[src/rtl/ip_tx_arbiter_if.sv]
//==============================================================================
// Module   : ip_tx_arbiter_if
// Brief    : AXI-Stream beat bundle (data/keep/last/valid/ready/user) shared
//            by the IP TX upper-layer requesters and the arbiter output.
// Revision : 1.0 - initial release
//==============================================================================
`timescale 1ns/1ps
`default_nettype none

interface ip_tx_arbiter_if #(
    parameter int P_USER_W = 56
) ();
    logic [63:0]         data;
    logic [7:0]          keep;
    logic                last;
    logic                valid;
    logic                ready;
    logic [P_USER_W-1:0] user;

    // Source side drives the beat, sink side drives ready
    modport master (output data, keep, last, valid, user, input ready);
    modport slave  (input data, keep, last, valid, user, output ready);
endinterface

`default_nettype wire

[src/rtl/ip_tx_arbiter.sv]
//==============================================================================
// Module   : ip_tx_arbiter
// Brief    : Two-port packet-granular arbiter in front of the IP TX upper
//            AXIS input. Port 0 = UDP, port 1 = ICMP. A grant is held from
//            the first to the last beat of a packet; a single register
//            slice drives the output. Per-port completed-packet counters.
// Config   : ARB_STRICT_PRIO_EN - when defined, port 1 wins every idle
//            contention; otherwise the two ports alternate round-robin.
// Revision : 1.0 - initial release
//==============================================================================
`timescale 1ns/1ps
`default_nettype none

module ip_tx_arbiter #(
    parameter int P_USER_W = 56,
    parameter int P_CNT_W  = 16
) (
    input  logic                 i_clk,
    input  logic                 i_rst,          // asynchronous, active-low
    ip_tx_arbiter_if.slave       s_axis_p0,
    ip_tx_arbiter_if.slave       s_axis_p1,
    ip_tx_arbiter_if.master      m_axis_upper,
    output logic [P_CNT_W-1:0]   o_p0_pkt_cnt,
    output logic [P_CNT_W-1:0]   o_p1_pkt_cnt,
    output logic                 o_busy
);

    localparam logic [0:0] ST_IDLE = 1'b0;
    localparam logic [0:0] ST_BUSY = 1'b1;

    logic [0:0]          state_q, state_d;
    logic                grant_q, grant_d;
    logic                m_valid_q;
    logic [63:0]         m_data_q;
    logic [7:0]          m_keep_q;
    logic                m_last_q;
    logic [P_USER_W-1:0] m_user_q;
    logic [P_CNT_W-1:0]  cnt0_q, cnt1_q;

    logic w_stage_free;
    logic w_rdy0, w_rdy1;
    logic w_accept;
    logic w_sel_last;
    logic w_pkt_done;
    logic w_pick;

    // The output slice can take a beat when empty or being drained this edge
    assign w_stage_free = ~m_valid_q | m_axis_upper.ready;
    assign w_rdy0       = (state_q == ST_BUSY) & ~grant_q & w_stage_free;
    assign w_rdy1       = (state_q == ST_BUSY) &  grant_q & w_stage_free;
    assign w_accept     = (w_rdy0 & s_axis_p0.valid) | (w_rdy1 & s_axis_p1.valid);
    assign w_sel_last   = grant_q ? s_axis_p1.last : s_axis_p0.last;
    assign w_pkt_done   = w_accept & w_sel_last;

`ifdef ARB_STRICT_PRIO_EN
    // ICMP has absolute priority whenever it is requesting
    assign w_pick = s_axis_p1.valid;
`else
    logic rr_q;

    // Round-robin pointer: after a packet, favour the other port
    always_ff @(posedge i_clk or negedge i_rst) begin
        if (!i_rst) begin
            rr_q <= 1'b0;
        end else if (w_pkt_done) begin
            rr_q <= ~grant_q;
        end
    end

    assign w_pick = (s_axis_p0.valid & s_axis_p1.valid) ? rr_q : s_axis_p1.valid;
`endif

    // Next-state and grant selection; grant only changes in ST_IDLE
    always_comb begin
        state_d = state_q;
        grant_d = grant_q;
        case (state_q)
            ST_IDLE: begin
                if (s_axis_p0.valid | s_axis_p1.valid) begin
                    grant_d = w_pick;
                    state_d = ST_BUSY;
                end
            end
            ST_BUSY: begin
                if (w_pkt_done) begin
                    state_d = ST_IDLE;
                end
            end
            default: state_d = ST_IDLE;
        endcase
    end

    // FSM state and grant registers
    always_ff @(posedge i_clk or negedge i_rst) begin
        if (!i_rst) begin
            state_q <= ST_IDLE;
            grant_q <= 1'b0;
        end else begin
            state_q <= state_d;
            grant_q <= grant_d;
        end
    end

    // Output register slice: load on accept, otherwise drain on ready
    always_ff @(posedge i_clk or negedge i_rst) begin
        if (!i_rst) begin
            m_valid_q <= 1'b0;
            m_data_q  <= '0;
            m_keep_q  <= '0;
            m_last_q  <= 1'b0;
            m_user_q  <= '0;
        end else if (w_accept) begin
            m_valid_q <= 1'b1;
            m_data_q  <= grant_q ? s_axis_p1.data : s_axis_p0.data;
            m_keep_q  <= grant_q ? s_axis_p1.keep : s_axis_p0.keep;
            m_last_q  <= w_sel_last;
            m_user_q  <= grant_q ? s_axis_p1.user : s_axis_p0.user;
        end else if (m_axis_upper.ready) begin
            m_valid_q <= 1'b0;
        end
    end

    // Completed-packet counters, wrapping modulo 2^P_CNT_W
    always_ff @(posedge i_clk or negedge i_rst) begin
        if (!i_rst) begin
            cnt0_q <= '0;
            cnt1_q <= '0;
        end else if (w_pkt_done) begin
            if (grant_q) begin
                cnt1_q <= cnt1_q + P_CNT_W'(1);
            end else begin
                cnt0_q <= cnt0_q + P_CNT_W'(1);
            end
        end
    end

    assign s_axis_p0.ready    = w_rdy0;
    assign s_axis_p1.ready    = w_rdy1;
    assign m_axis_upper.valid = m_valid_q;
    assign m_axis_upper.data  = m_data_q;
    assign m_axis_upper.keep  = m_keep_q;
    assign m_axis_upper.last  = m_last_q;
    assign m_axis_upper.user  = m_user_q;
    assign o_p0_pkt_cnt       = cnt0_q;
    assign o_p1_pkt_cnt       = cnt1_q;
    assign o_busy             = (state_q == ST_BUSY);

endmodule

`default_nettype wire

[src/flat_wrapper.sv]
// flat-port wrapper written by rule: the top's interface ports become plain ports
module ip_tx_arbiter_flat 
#(
    parameter int P_USER_W = 56,
    parameter int P_CNT_W  = 16
)
  (i_clk, i_rst, o_p0_pkt_cnt, o_p1_pkt_cnt, o_busy, s_axis_p0_data, s_axis_p0_keep, s_axis_p0_last, s_axis_p0_valid, s_axis_p0_user, s_axis_p0_ready, s_axis_p1_data, s_axis_p1_keep, s_axis_p1_last, s_axis_p1_valid, s_axis_p1_user, s_axis_p1_ready, m_axis_upper_data, m_axis_upper_keep, m_axis_upper_last, m_axis_upper_valid, m_axis_upper_user, m_axis_upper_ready);
  ip_tx_arbiter_if #(.P_USER_W(P_USER_W)) s_axis_p0_i ();
  ip_tx_arbiter_if #(.P_USER_W(P_USER_W)) s_axis_p1_i ();
  ip_tx_arbiter_if #(.P_USER_W(P_USER_W)) m_axis_upper_i ();
  input  logic i_clk;
  input  logic i_rst;
  output logic [P_CNT_W-1:0] o_p0_pkt_cnt;
  output logic [P_CNT_W-1:0] o_p1_pkt_cnt;
  output logic o_busy;
  input wire logic [$bits(s_axis_p0_i.data)-1:0] s_axis_p0_data;
  input wire logic [$bits(s_axis_p0_i.keep)-1:0] s_axis_p0_keep;
  input wire logic [$bits(s_axis_p0_i.last)-1:0] s_axis_p0_last;
  input wire logic [$bits(s_axis_p0_i.valid)-1:0] s_axis_p0_valid;
  input wire logic [$bits(s_axis_p0_i.user)-1:0] s_axis_p0_user;
  output wire logic [$bits(s_axis_p0_i.ready)-1:0] s_axis_p0_ready;
  input wire logic [$bits(s_axis_p1_i.data)-1:0] s_axis_p1_data;
  input wire logic [$bits(s_axis_p1_i.keep)-1:0] s_axis_p1_keep;
  input wire logic [$bits(s_axis_p1_i.last)-1:0] s_axis_p1_last;
  input wire logic [$bits(s_axis_p1_i.valid)-1:0] s_axis_p1_valid;
  input wire logic [$bits(s_axis_p1_i.user)-1:0] s_axis_p1_user;
  output wire logic [$bits(s_axis_p1_i.ready)-1:0] s_axis_p1_ready;
  output wire logic [$bits(m_axis_upper_i.data)-1:0] m_axis_upper_data;
  output wire logic [$bits(m_axis_upper_i.keep)-1:0] m_axis_upper_keep;
  output wire logic [$bits(m_axis_upper_i.last)-1:0] m_axis_upper_last;
  output wire logic [$bits(m_axis_upper_i.valid)-1:0] m_axis_upper_valid;
  output wire logic [$bits(m_axis_upper_i.user)-1:0] m_axis_upper_user;
  input wire logic [$bits(m_axis_upper_i.ready)-1:0] m_axis_upper_ready;
  assign s_axis_p0_i.data = s_axis_p0_data;
  assign s_axis_p0_i.keep = s_axis_p0_keep;
  assign s_axis_p0_i.last = s_axis_p0_last;
  assign s_axis_p0_i.valid = s_axis_p0_valid;
  assign s_axis_p0_i.user = s_axis_p0_user;
  assign s_axis_p0_ready = s_axis_p0_i.ready;
  assign s_axis_p1_i.data = s_axis_p1_data;
  assign s_axis_p1_i.keep = s_axis_p1_keep;
  assign s_axis_p1_i.last = s_axis_p1_last;
  assign s_axis_p1_i.valid = s_axis_p1_valid;
  assign s_axis_p1_i.user = s_axis_p1_user;
  assign s_axis_p1_ready = s_axis_p1_i.ready;
  assign m_axis_upper_data = m_axis_upper_i.data;
  assign m_axis_upper_keep = m_axis_upper_i.keep;
  assign m_axis_upper_last = m_axis_upper_i.last;
  assign m_axis_upper_valid = m_axis_upper_i.valid;
  assign m_axis_upper_user = m_axis_upper_i.user;
  assign m_axis_upper_i.ready = m_axis_upper_ready;
  ip_tx_arbiter #(.P_USER_W(P_USER_W), .P_CNT_W(P_CNT_W)) u_core (.i_clk(i_clk), .i_rst(i_rst), .s_axis_p0(s_axis_p0_i), .s_axis_p1(s_axis_p1_i), .m_axis_upper(m_axis_upper_i), .o_p0_pkt_cnt(o_p0_pkt_cnt), .o_p1_pkt_cnt(o_p1_pkt_cnt), .o_busy(o_busy));
endmodule
[config.mk]
export PLATFORM = sky130hd
export DESIGN_NAME = ip_tx_arbiter_flat
export DESIGN_NICKNAME = d
export VERILOG_FILES = /design/src/rtl/ip_tx_arbiter_if.sv /design/src/rtl/ip_tx_arbiter.sv /design/src/flat_wrapper.sv
export SDC_FILE = /design/constraint.sdc
export NUM_CORES = 1
export LEC_CHECK = 0
export ABC_CLOCK_PERIOD_IN_PS = 1600
export CAP_MARGIN = 5
export CORE_AREA = 2 2 165 167
export DETAILED_ROUTE_END_ITERATION = 6
export DIE_AREA = 0 0 167 169
export SLEW_MARGIN = 20
export SYNTH_ARGS = -nofsm -noshare
export SYNTH_HDL_FRONTEND = slang
export SYNTH_SLANG_ARGS = --single-unit
[constraint.sdc]
create_clock -name i_clk -period 1.6 [get_ports i_clk]
set_input_delay 0.32 -clock i_clk [delete_from_list [all_inputs] [get_ports i_clk]]
set_output_delay 0.32 -clock i_clk [all_outputs]
set_load 0.01 [all_outputs]
==> results.py <==
metrics = {
    "cells_and_area": {
        "regArea_um2": 4138,
        "fin_nets": 1504,
        "drive_above_1_share": 0.2939,
        "finalInstanceArea_um2": 15150,
        "final_core_util": 0.5719,
        "syn2layout_area_growth_pct": 99.90,
        "multiInputGateArea_um2": 4184,
        "fillers": 2343,
    },
    "drt": {
        "first_iter_violations": 298,
        "vias": 7429,
        "wl_mm": 29.48,
        "postRouteAntennaNets": 0,
        "post_drt_wl_per_cell_um": 18.49,
        "drc_errors": 0,
        "first_pass_iters": 6,
        "viasPerCell": 4.661,
    },
    "placement": {
        "place_area_um2": 12660,
        "port_buffers": 427,
        "gp_congestion": 0.8044,
        "dp_hpwl_mm": 20.00,
    },
    "timing": {
        "period_minus_slack_ns": 1.788,
        "clock-skew-final_ns": 0.01356,
        "finalSetupViolCount": 162,
        "clock.fmax_ghz": 0.5593,
        "slew_headroom": 0.6980,
        "slew_viol_final": 0,
        "rsz0062_at_grt": "true",
        "hold_violations": 0,
        "tightestPinTransition_ns": 0.4528,
        "hold_slack_ns": 0.3103,
        "setup_slack_ns": -0.1880,
        "period_share": 1.118,
    },
    "global_route": {
        "grt_use_met3": 0.04255,
        "grtUsageMet2": 0.3276,
        "grt_max_degree": 68,
        "grt_first_pass_wirelength_mm": 39.79,
        "busiest_layer": "met2",
        "grt.total_usage": 0.1822,
        "grt_pass1_vias": 7045,
        "use_met1": 0.2146,
        "grt-ovfl-total": 0,
        "antenna_found_initial": 1,
    },
    "cts": {
        "clock_sinks": 165,
        "numCtsBuffers": 17,
        "cts_max_level": 4,
        "clockBufferDepth": 2,
        "cts.clk_slew.worst_paths_ns": 0.07,
        "clockRootBuffer": "clkbuf_16",
        "clock_latency_ns": 0.43,
        "cts_tree": "built",
    },
    "pwr": {
        "vdd_ir_drop_max_v": 0.0007930,
        "p_total_mw": 26.58,
        "switching_share": 0.3925,
        "internal_power_mw": 16.15,
        "power_density_nw_per_um2": 1754,
        "p_leak_nw": 7.333,
        "p_seq_frac": 0.273,
        "pwr-share-comb": 0.565,
        "p_switching_mw": 10.43,
        "power_frac_clock": 0.162,
    },
    "synth": {
        "synth_flop_cell": "dfrtp_1",
        "ys_top_cells_by_count": "165 x dfrtp_1, 145 x nand2_1, 128 x mux2i_1, 128 x o21ai_0, 29 x buf_2",
        "ys_types": 36,
        "ys.warnings.count": 0,
        "synth_edf_count": 0,
        "syn_inst": 713,
        "ys_ff_latch": 165,
        "synth_seq_area_share": 0.5446,
        "synthesis.nets": 978,
        "syn_area_per_cell_um2": 10.63,
        "synth.most_common_cell": "dfrtp_1",
        "synth_async_sr_flop_share": 1.000,
        "synth_top_area_frac": 0.5446,
        "synthTopCellsByArea": "dfrtp_1 54%, mux2i_1 17%, o21ai_0 8.5%",
        "synth_top_cell_by_area": "dfrtp_1",
        "netlist_area_um2": 7581,
    },
    "floorplan": {
        "dieWidth_um": 167,
        "start_util": 0.2861,
        "dieArea_um2": 28220,
        "die_h_um": 169,
        "rows": 60,
        "io_pins": 428,
        "coreArea_um2": 26500,
    },
    "critical_path": {
        "crit_type": "reg -> reg",
        "arrival_ns": 2.11,
        "cp.required_ns": 1.92,
        "crit_fanout": 6,
        "endpoint_kind": "flop",
        "startpoint_type": "flop",
    },
    "outcome": {
        "status": "finished with violations",
        "violations": "negative setup slack",
    },
    "flow_run": {
        "cap_violations": 0,
    },
    "worst_hold_path": {
        "hold_class": "in -> async",
    },
}
## worst max-delay path, stage by stage, from the launching register on
cell       delay [ns]
dfrtp_4          0.50
buf_12           0.14
mux2_4           0.27
nand3_4          0.15
buf_6            0.17
clkbuf_16        0.16
clkbuf_16        0.16
nand2_2          0.07
o21ai_2          0.05
## power by group through the flow
| stage | Clock (mW) | Sequential (mW) | Combinational (mW) |
|---|---|---|---|
| floorplan | 0 | 7.75 | 4.33 |
| global placement | 0 | 7.00 | 11.5 |
| detailed placement | 0 | 7.04 | 11.6 |
| CTS | 4.41 | 6.88 | 11.9 |
| global route | 4.58 | 7.48 | 16.1 |
| finish | 4.30 | 7.25 | 15.0 |
## registers in the layout, indices dropped and copies added (netlist names)
signal                     cells
u_core.grant_q                 1
u_core.m_axis_upper.data      64
u_core.m_axis_upper.keep       8
u_core.m_axis_upper.last       1
u_core.m_axis_upper.user      56
u_core.m_axis_upper.valid      1
u_core.o_busy                  1
u_core.o_p0_pkt_cnt           16
u_core.o_p1_pkt_cnt           16
u_core.rr_q                    1
## metal layers
metal  routed length (um)  vias up
li1                     -     3555
met1                11640     3593
met2                15670      241
met3                 1549       40
met4                  617        0
met5                    0        -
## logic make-up after synthesis
group,after synthesis,share of synthesized area
and+or+nand+nor,200,0.1206
DFF,165,0.5446
AOI/OAI and AO/OA,132,0.09061
muxes,131,0.1740
buffers and inverters,53,0.03218
xor gates and xnor gates,30,0.03466
adders and majority gates,2,0.003300
## final timing paths
path                                                          start                                  endpoint  slack, ns  depth (start not counted)
max reg2reg                              u_core.grant_q$_DFFE_PN0P_  u_core.m_axis_upper.user[33]$_DFFE_PN0P_      -0.19                          8
min                                                           i_rst        u_core.o_p1_pkt_cnt[8]$_DFFE_PN0P_       0.31                          2
max in group asynchronous                                     i_rst  u_core.m_axis_upper.data[44]$_DFFE_PN0P_       0.62                          3
min reg2reg                u_core.m_axis_upper.user[11]$_DFFE_PN0P_  u_core.m_axis_upper.user[11]$_DFFE_PN0P_       0.47                          2
min in group i_clk         u_core.m_axis_upper.user[11]$_DFFE_PN0P_  u_core.m_axis_upper.user[11]$_DFFE_PN0P_       0.47                          2
max                                      u_core.grant_q$_DFFE_PN0P_  u_core.m_axis_upper.user[33]$_DFFE_PN0P_      -0.19                          8
## layout make-up
class,instances,area share
repair buffers,551,0.3807
multi-input cells,497,0.2761
flip-flops and latches,165,0.2730
well taps,341,0.02815
clock buffers,17,0.02807
clock inverters,15,0.01205
inverters,7,0.001734
diodes,1,0.0001651
## cell usage in the layout, fill, tap and decap left out, types with 35 or more instances in the layout
cell type        count
nand2_2             61
nand2_1             51
buf_4               50
o21ai_1             58
dfrtp_1            160
mux2i_1            126
clkdlybuf4s50_1    261
o21ai_2             65
clkbuf_16           35
dlygate4sd2_1      154
## per-stage QoR
step / TNS [ns] / setup WS (ns) / std cells
3_5_place_dp: -48.43 / -0.3983 / 1491
6_report: -18.10 / -0.1880 / 1594
2_1_floorplan: 0 / 0.09721 / 713
3_3_place_gp: -47.67 / -0.3822 / 1491
5_1_grt: -25.18 / -0.2219 / 1594
4_1_cts: -9.224 / -0.1650 / 1554
## timing repair
item,4_1_cts,5_1_grt
buffers inserted,24,20
pin swaps,17,149
hold buffers,1,0
endpoints found under the setup margin,305,172
gates resized for setup,304,309
gates cloned,6,26
hold endpoints to repair,20,0
Note: power is estimated with default switching activity, not from simulation.
==> RTL change 1, RTL diff (same settings) <==
Add a define of `ARB_STRICT_PRIO_EN`.
--- a/src/rtl/ip_tx_arbiter.sv
+++ b/src/rtl/ip_tx_arbiter.sv
@@ -10,6 +10,8 @@
 //==============================================================================
 `timescale 1ns/1ps
 `default_nettype none
+
+`define ARB_STRICT_PRIO_EN
 
 module ip_tx_arbiter #(
     parameter int P_USER_W = 56,
Formal check against the unedited RTL: not equivalent (Yosys sat finds a counterexample within 4 cycles, from zero or initial values and one cycle with i_rst low).
==> RTL change 1 against the original RTL <==
- the run still ends with setup timing left
- setup slack better by 0.13 ns
- core utilization is 3.6 points lower
- synthesized area is 1.4% lower
- combinational power is 13% lower
- sequential share of layout area is 1.7 points higher
- total power is 8.0% lower
- synthesized cell count is 0.42% lower
- design area is 6.4% lower
- wire length is 2.0% higher
- clock skew is 0.0018 ns lower
- sequential cell count is 1 lower
- critical path type unchanged
- critical endpoint is now u_core.o_p1_pkt_cnt[4]
- highest routed layer unchanged
==> RTL change 1: results <==
group,metric,value,unit
run_status,status,"complete, but fails checks",
run_status,failed_checks,"setup timing",
finish,insertedDiodeCount,0,
power,netSwitchingPower,9209,µW
hold_path,hold_path_class,"input pin to async pin",
power,switching_share,37.64,%
detailed_routing,num_vias,7173,
power,p_leak,0.006858,µW
detailed_routing,met2_length,15620,µm
finish,num-nets-final,1464,
synthesis,synth_xor_area_share,3.513,%
critical_path,path_delay_family,"flip-flops",
synthesis,synth_nets,975,
synthesis,ys_seq_area_share,54.88,%
detailed_routing,wl_per_cell,19.36,µm
finish,n_fill_cell,2473,
synthesis,synthCells,710,
placed_design,place_congestion,0.7664,
detailed_routing,drt_iter0_markers,308,
power,vdd_drop_max,1282,µV
detailed_routing,drt_first_pass_iters,4,
synthesis,muxShareOfSynthArea,17.78,%
timing,worst_slack,-0.05981,ns
timing,finalClockSkew,0.01175,ns
finish,drive_gt1_share,18.98,%
synthesis,synth-compound-area-share,8.683,%
timing,setup_tns,-0.4168,ns
cts,clk_latency,0.43,ns
synthesis,yosys_warnings,0,
cts,clockBufferDepth,2,
synthesis,synth_area_leaders,"dfrtp_1 (55%), mux2i_1 (17%), o21ai_0 (8.6%)",
finish,largest_reg_flops,64,
global_route,grt_usage,19.70,%
critical_path,critPathMaxStageDelay,0.52,ns
detailed_routing,wl_met1,11760,µm
critical_path,slowest_stage,"dfrtp_4",
critical_path,arrival,1.96,ns
cts,clkTransAtPathRegs,0.07,ns
global_route,antenna_found_initial,0,
critical_path,rr_endpoint,"u_core.o_p1_pkt_cnt[4]",
timing,worstMarginPinSlew,0.4139,ns
synthesis,synth_cell_types,27,
timing,setup_viol,20,
placed_design,dp_slack,-0.4074,ns
global_route,grt_max_degree,68,
global_route,grt_pass1_wl,42560,µm
global_route,grt_pass1_vias,7079,
critical_path,cp_max_fo,4,
synthesis,synthAdderAreaFrac,0.3346,%
power,seq_power,6950,µW
power,powerComb,13000,µW
placed_design,post-dp-hpwl,20850,µm
synthesis,async_flop_share,100.0,%
critical_path,end_kind,"flop",
cts,cts_buffers,17,
placed_design,io_buffers,427,
detailed_routing,wl,30060,µm
synthesis,synth_commonest_cells,"dfrtp_1 (164), nand2_1 (140), mux2i_1 (128), o21ai_0 (128), clkbuf_1 (21)",
critical_path,r2r_start,"u_core.grant_q",
detailed_routing,routed-wl-met3,2301,µm
[RTL change 1: cell types whose count changed in the layout (fill, tap and decap cells not counted), moves of 8 or more]
cell and delta:
nand2_4 -33, o21ai_1 -18, buf_4 -16, buf_8 -8, nand2_2 -21, o21ai_0 +58
o21ai_2 -40, nand2_1 +49
[RTL change 1: cell type report]
cell class	count	area, µm²	area share [%]
multi-input cells	496	3626	25.55
clock inverters	15	214.0	1.508
flip-flops and latches	164	4113	28.98
clock buffers	17	425.4	2.998
well taps	341	426.7	3.007
inverters	5	18.77	0.1323
repair buffers	515	5368	37.82
[RTL change 1: timing repair]
item / CTS / global route
endpoints found under the setup margin: 317 / 131
cloned: 5 / 20
endpoints found under the hold margin: 29 / 0
pin swaps: 13 / 38
hold buffers: 1 / 0
setup buffers: 15 / 4
gates resized for setup: 229 / 166
[RTL change 1: how the worst min path moves through the flow]
| stage | end | slack [ns] | start |
|---|---|---|---|
| final | u_core.m_axis_upper.user[53] | 0.37 | i_rst |
| after CTS | u_core.m_axis_upper.user[53] | 0.38 | i_rst |
| after floorplan | u_core.grant_q | 0.02 | i_rst |
| after global placement | u_core.m_axis_upper.user[54] | 0.27 | i_rst |
| after global routing | u_core.m_axis_upper.user[54] | 0.39 | i_rst |
| after detailed placement | u_core.m_axis_upper.user[53] | 0.27 | i_rst |
[RTL change 1: layer usage]
layer  up-vias  GRT usage (%)
li1       3465              -
met3        21          6.149
met2       277          35.52
met5         -              0
met4         0          5.172
met1      3410          22.62
[RTL change 1: through the flow]
step           cell area, µm²  hold WS (ns)
2_1_floorplan            7480       0.02441
3_3_place_gp            12450        0.2672
3_5_place_dp            12450        0.2699
4_1_cts                 13380        0.3803
5_1_grt                 14190        0.3941
6_report                14190        0.3720
==> RTL change 2, RTL diff (same flow settings) <==
Without the edit above. Put one more register stage on the output `o_p1_pkt_cnt`, with the module's reset. The value now appears one clock later. The other outputs are not delayed to match.
--- a/src/rtl/ip_tx_arbiter.sv
+++ b/src/rtl/ip_tx_arbiter.sv
@@ -142,7 +142,13 @@
     assign m_axis_upper.last  = m_last_q;
     assign m_axis_upper.user  = m_user_q;
     assign o_p0_pkt_cnt       = cnt0_q;
-    assign o_p1_pkt_cnt       = cnt1_q;
+    always_ff @(posedge i_clk or negedge i_rst) begin
+        if (!i_rst) begin
+            o_p1_pkt_cnt <= '0;
+        end else begin
+            o_p1_pkt_cnt <= cnt1_q;
+        end
+    end
     assign o_busy             = (state_q == ST_BUSY);
 
 endmodule
Function: changed (a bounded check fails within 4 cycles, from zero or initial values and one cycle with i_rst low).
==> RTL change 2 against the original RTL <==
- the flow still finishes with violations (setup timing)
- setup slack gained 0.045 ns
- sequential cell count up 16
- core utilization shrank 0.34 points
- synthesized area grew 6.2%
- total power down 4.2%
- worst hold slack better by 0.069 ns
- design area decreased by 0.60%
- wire length fell by 3.8%
- critical path type unchanged
- critical endpoint is now u_core.m_axis_upper.data[45]
- largest power group unchanged
- highest routed layer unchanged
==> RTL change 2: results <==
group,metric,value,unit
hold_path,hold_path_class,"flop to flop",
timing,setup_viol,142,
global_route,antenna_found_initial,0,
global_route,grt_pass1_vias,7237,
placed_design,placed_cell_area,13220,µm²
cts,clkTransAtPathRegs,0.07,ns
finish,fin_area,15060,µm²
detailed_routing,drt_first_pass_iters,4,
critical_path,arrival,2.09,ns
cts,post_cts_resize_count,289,
synthesis,synth_nets,995,
timing,fin_hold_ws,0.3793,ns
critical_path,critPathMaxStageDelay,0.51,ns
cts,post-cts-setup-buffers,17,
placed_design,place_congestion,0.7738,
cts,h-tree-depth,4,
synthesis,ys_seq_area_share,56.25,%
synthesis,synth_area_leaders,"dfrtp_1 (56%), mux2i_1 (16%), nand2_1 (6.5%)",
finish,largest_reg_flops,64,
synthesis,synth_commonest_cells,"dfrtp_1 (181), nand2_1 (140), mux2i_1 (129), o21ai_0 (96), o21ai_1 (34)",
timing,finalClockSkew,0.02171,ns
detailed_routing,num_vias,7324,
detailed_routing,avgViaCountPerCell,4.598,
run_status,status,"complete, but fails checks",
detailed_routing,drc,0,
power,internal_power,15680,µW
finish,insertedDiodeCount,0,
detailed_routing,drt_iter0_markers,308,
power,vdd_drop_max,921.6,µV
power,p_seq_share,30.3,%
finish,drive_gt1_share,22.20,%
run_status,failed_checks,"setup timing",
global_route,grt_usage,18.92,%
placed_design,dp_cells,1521,
placed_design,post-dp-hpwl,20740,µm
global_route,grt_max_degree,45,
finish,n_fill_cell,2379,
power,p_leak,0.007472,µW
timing,worst_slack,-0.1435,ns
critical_path,worstSetupEndpoint,"u_core.m_axis_upper.data[45]",
timing,worstMarginPinSlew,0.4284,ns
power,powerComb,13500,µW
detailed_routing,antenna_left,0,
synthesis,synth_cell_types,37,
detailed_routing,wl_per_cell,17.80,µm
global_route,grt_pass1_wl,41750,µm
cts,ctsRootBufferMaster,"clkbuf_16",
synthesis,syn_avg_cell_area,11.03,µm²
critical_path,cp_max_fo,7,
RTL change 2: cell count changes after synthesis, moves of 4 or more:
cell     unedited run  this run
buf_4               2        14
nand3_1             4         8
buf_2              29        17
o21ai_1             0        34
nand2_1           145       140
nor4_1              7         2
dfrtp_1           165       181
nor4_2              3         8
o21ai_0           128        96
RTL change 2: worst reg2reg max path, delay by kind of cell, from the launching register on:
family,cells,cell delay [ns]
buf+inv,4,0.60
flops,1,0.51
mux,1,0.33
simple gates,2,0.18
compound gates,1,0.06
RTL change 2: per-stage QoR:
step / power [µW] / TNS, ns / setup WS, ns
after floorplan: 12690 / 0 / 0.00006994
after global placement: 19080 / -27.81 / -0.3653
after detailed placement: 19240 / -30.28 / -0.3818
after CTS: 23670 / -8.300 / -0.1251
after global routing: 27120 / -20.67 / -0.2196
final: 25460 / -10.05 / -0.1435
RTL change 2: logic make-up (layout without fill, tap and decap cells):
logic type	count (synthesis)	in the layout	share of synthesized area [%]
adder cells (fa/ha/maj)	2	2	0.3107
flip-flops	181	181	56.25
XOR/XNOR	30	30	3.263
AND/OR/NAND/NOR	200	200	11.82
buffers and inverters	51	573	3.387
AO/OA/AOI/OAI	133	133	8.328
multiplexers	133	133	16.64
RTL change 2: cell type report:
class	count	share of cell area [%]
well taps	341	2.832
clock inverters	14	1.022
flip-flops and latches	181	30.11
repair buffers	536	36.91
multi-input cells	498	26.09
clock buffers	18	2.916
inverters	5	0.1246
RTL change 2: per-layer routing:
metal  GRT usage [%]  wire, µm  vias up
li1                -         -     3557
met1           23.73     11790     3496
met2           32.65     14510      239
met3           4.396      1559       32
met4           5.472       501        0
met5               0         0        -
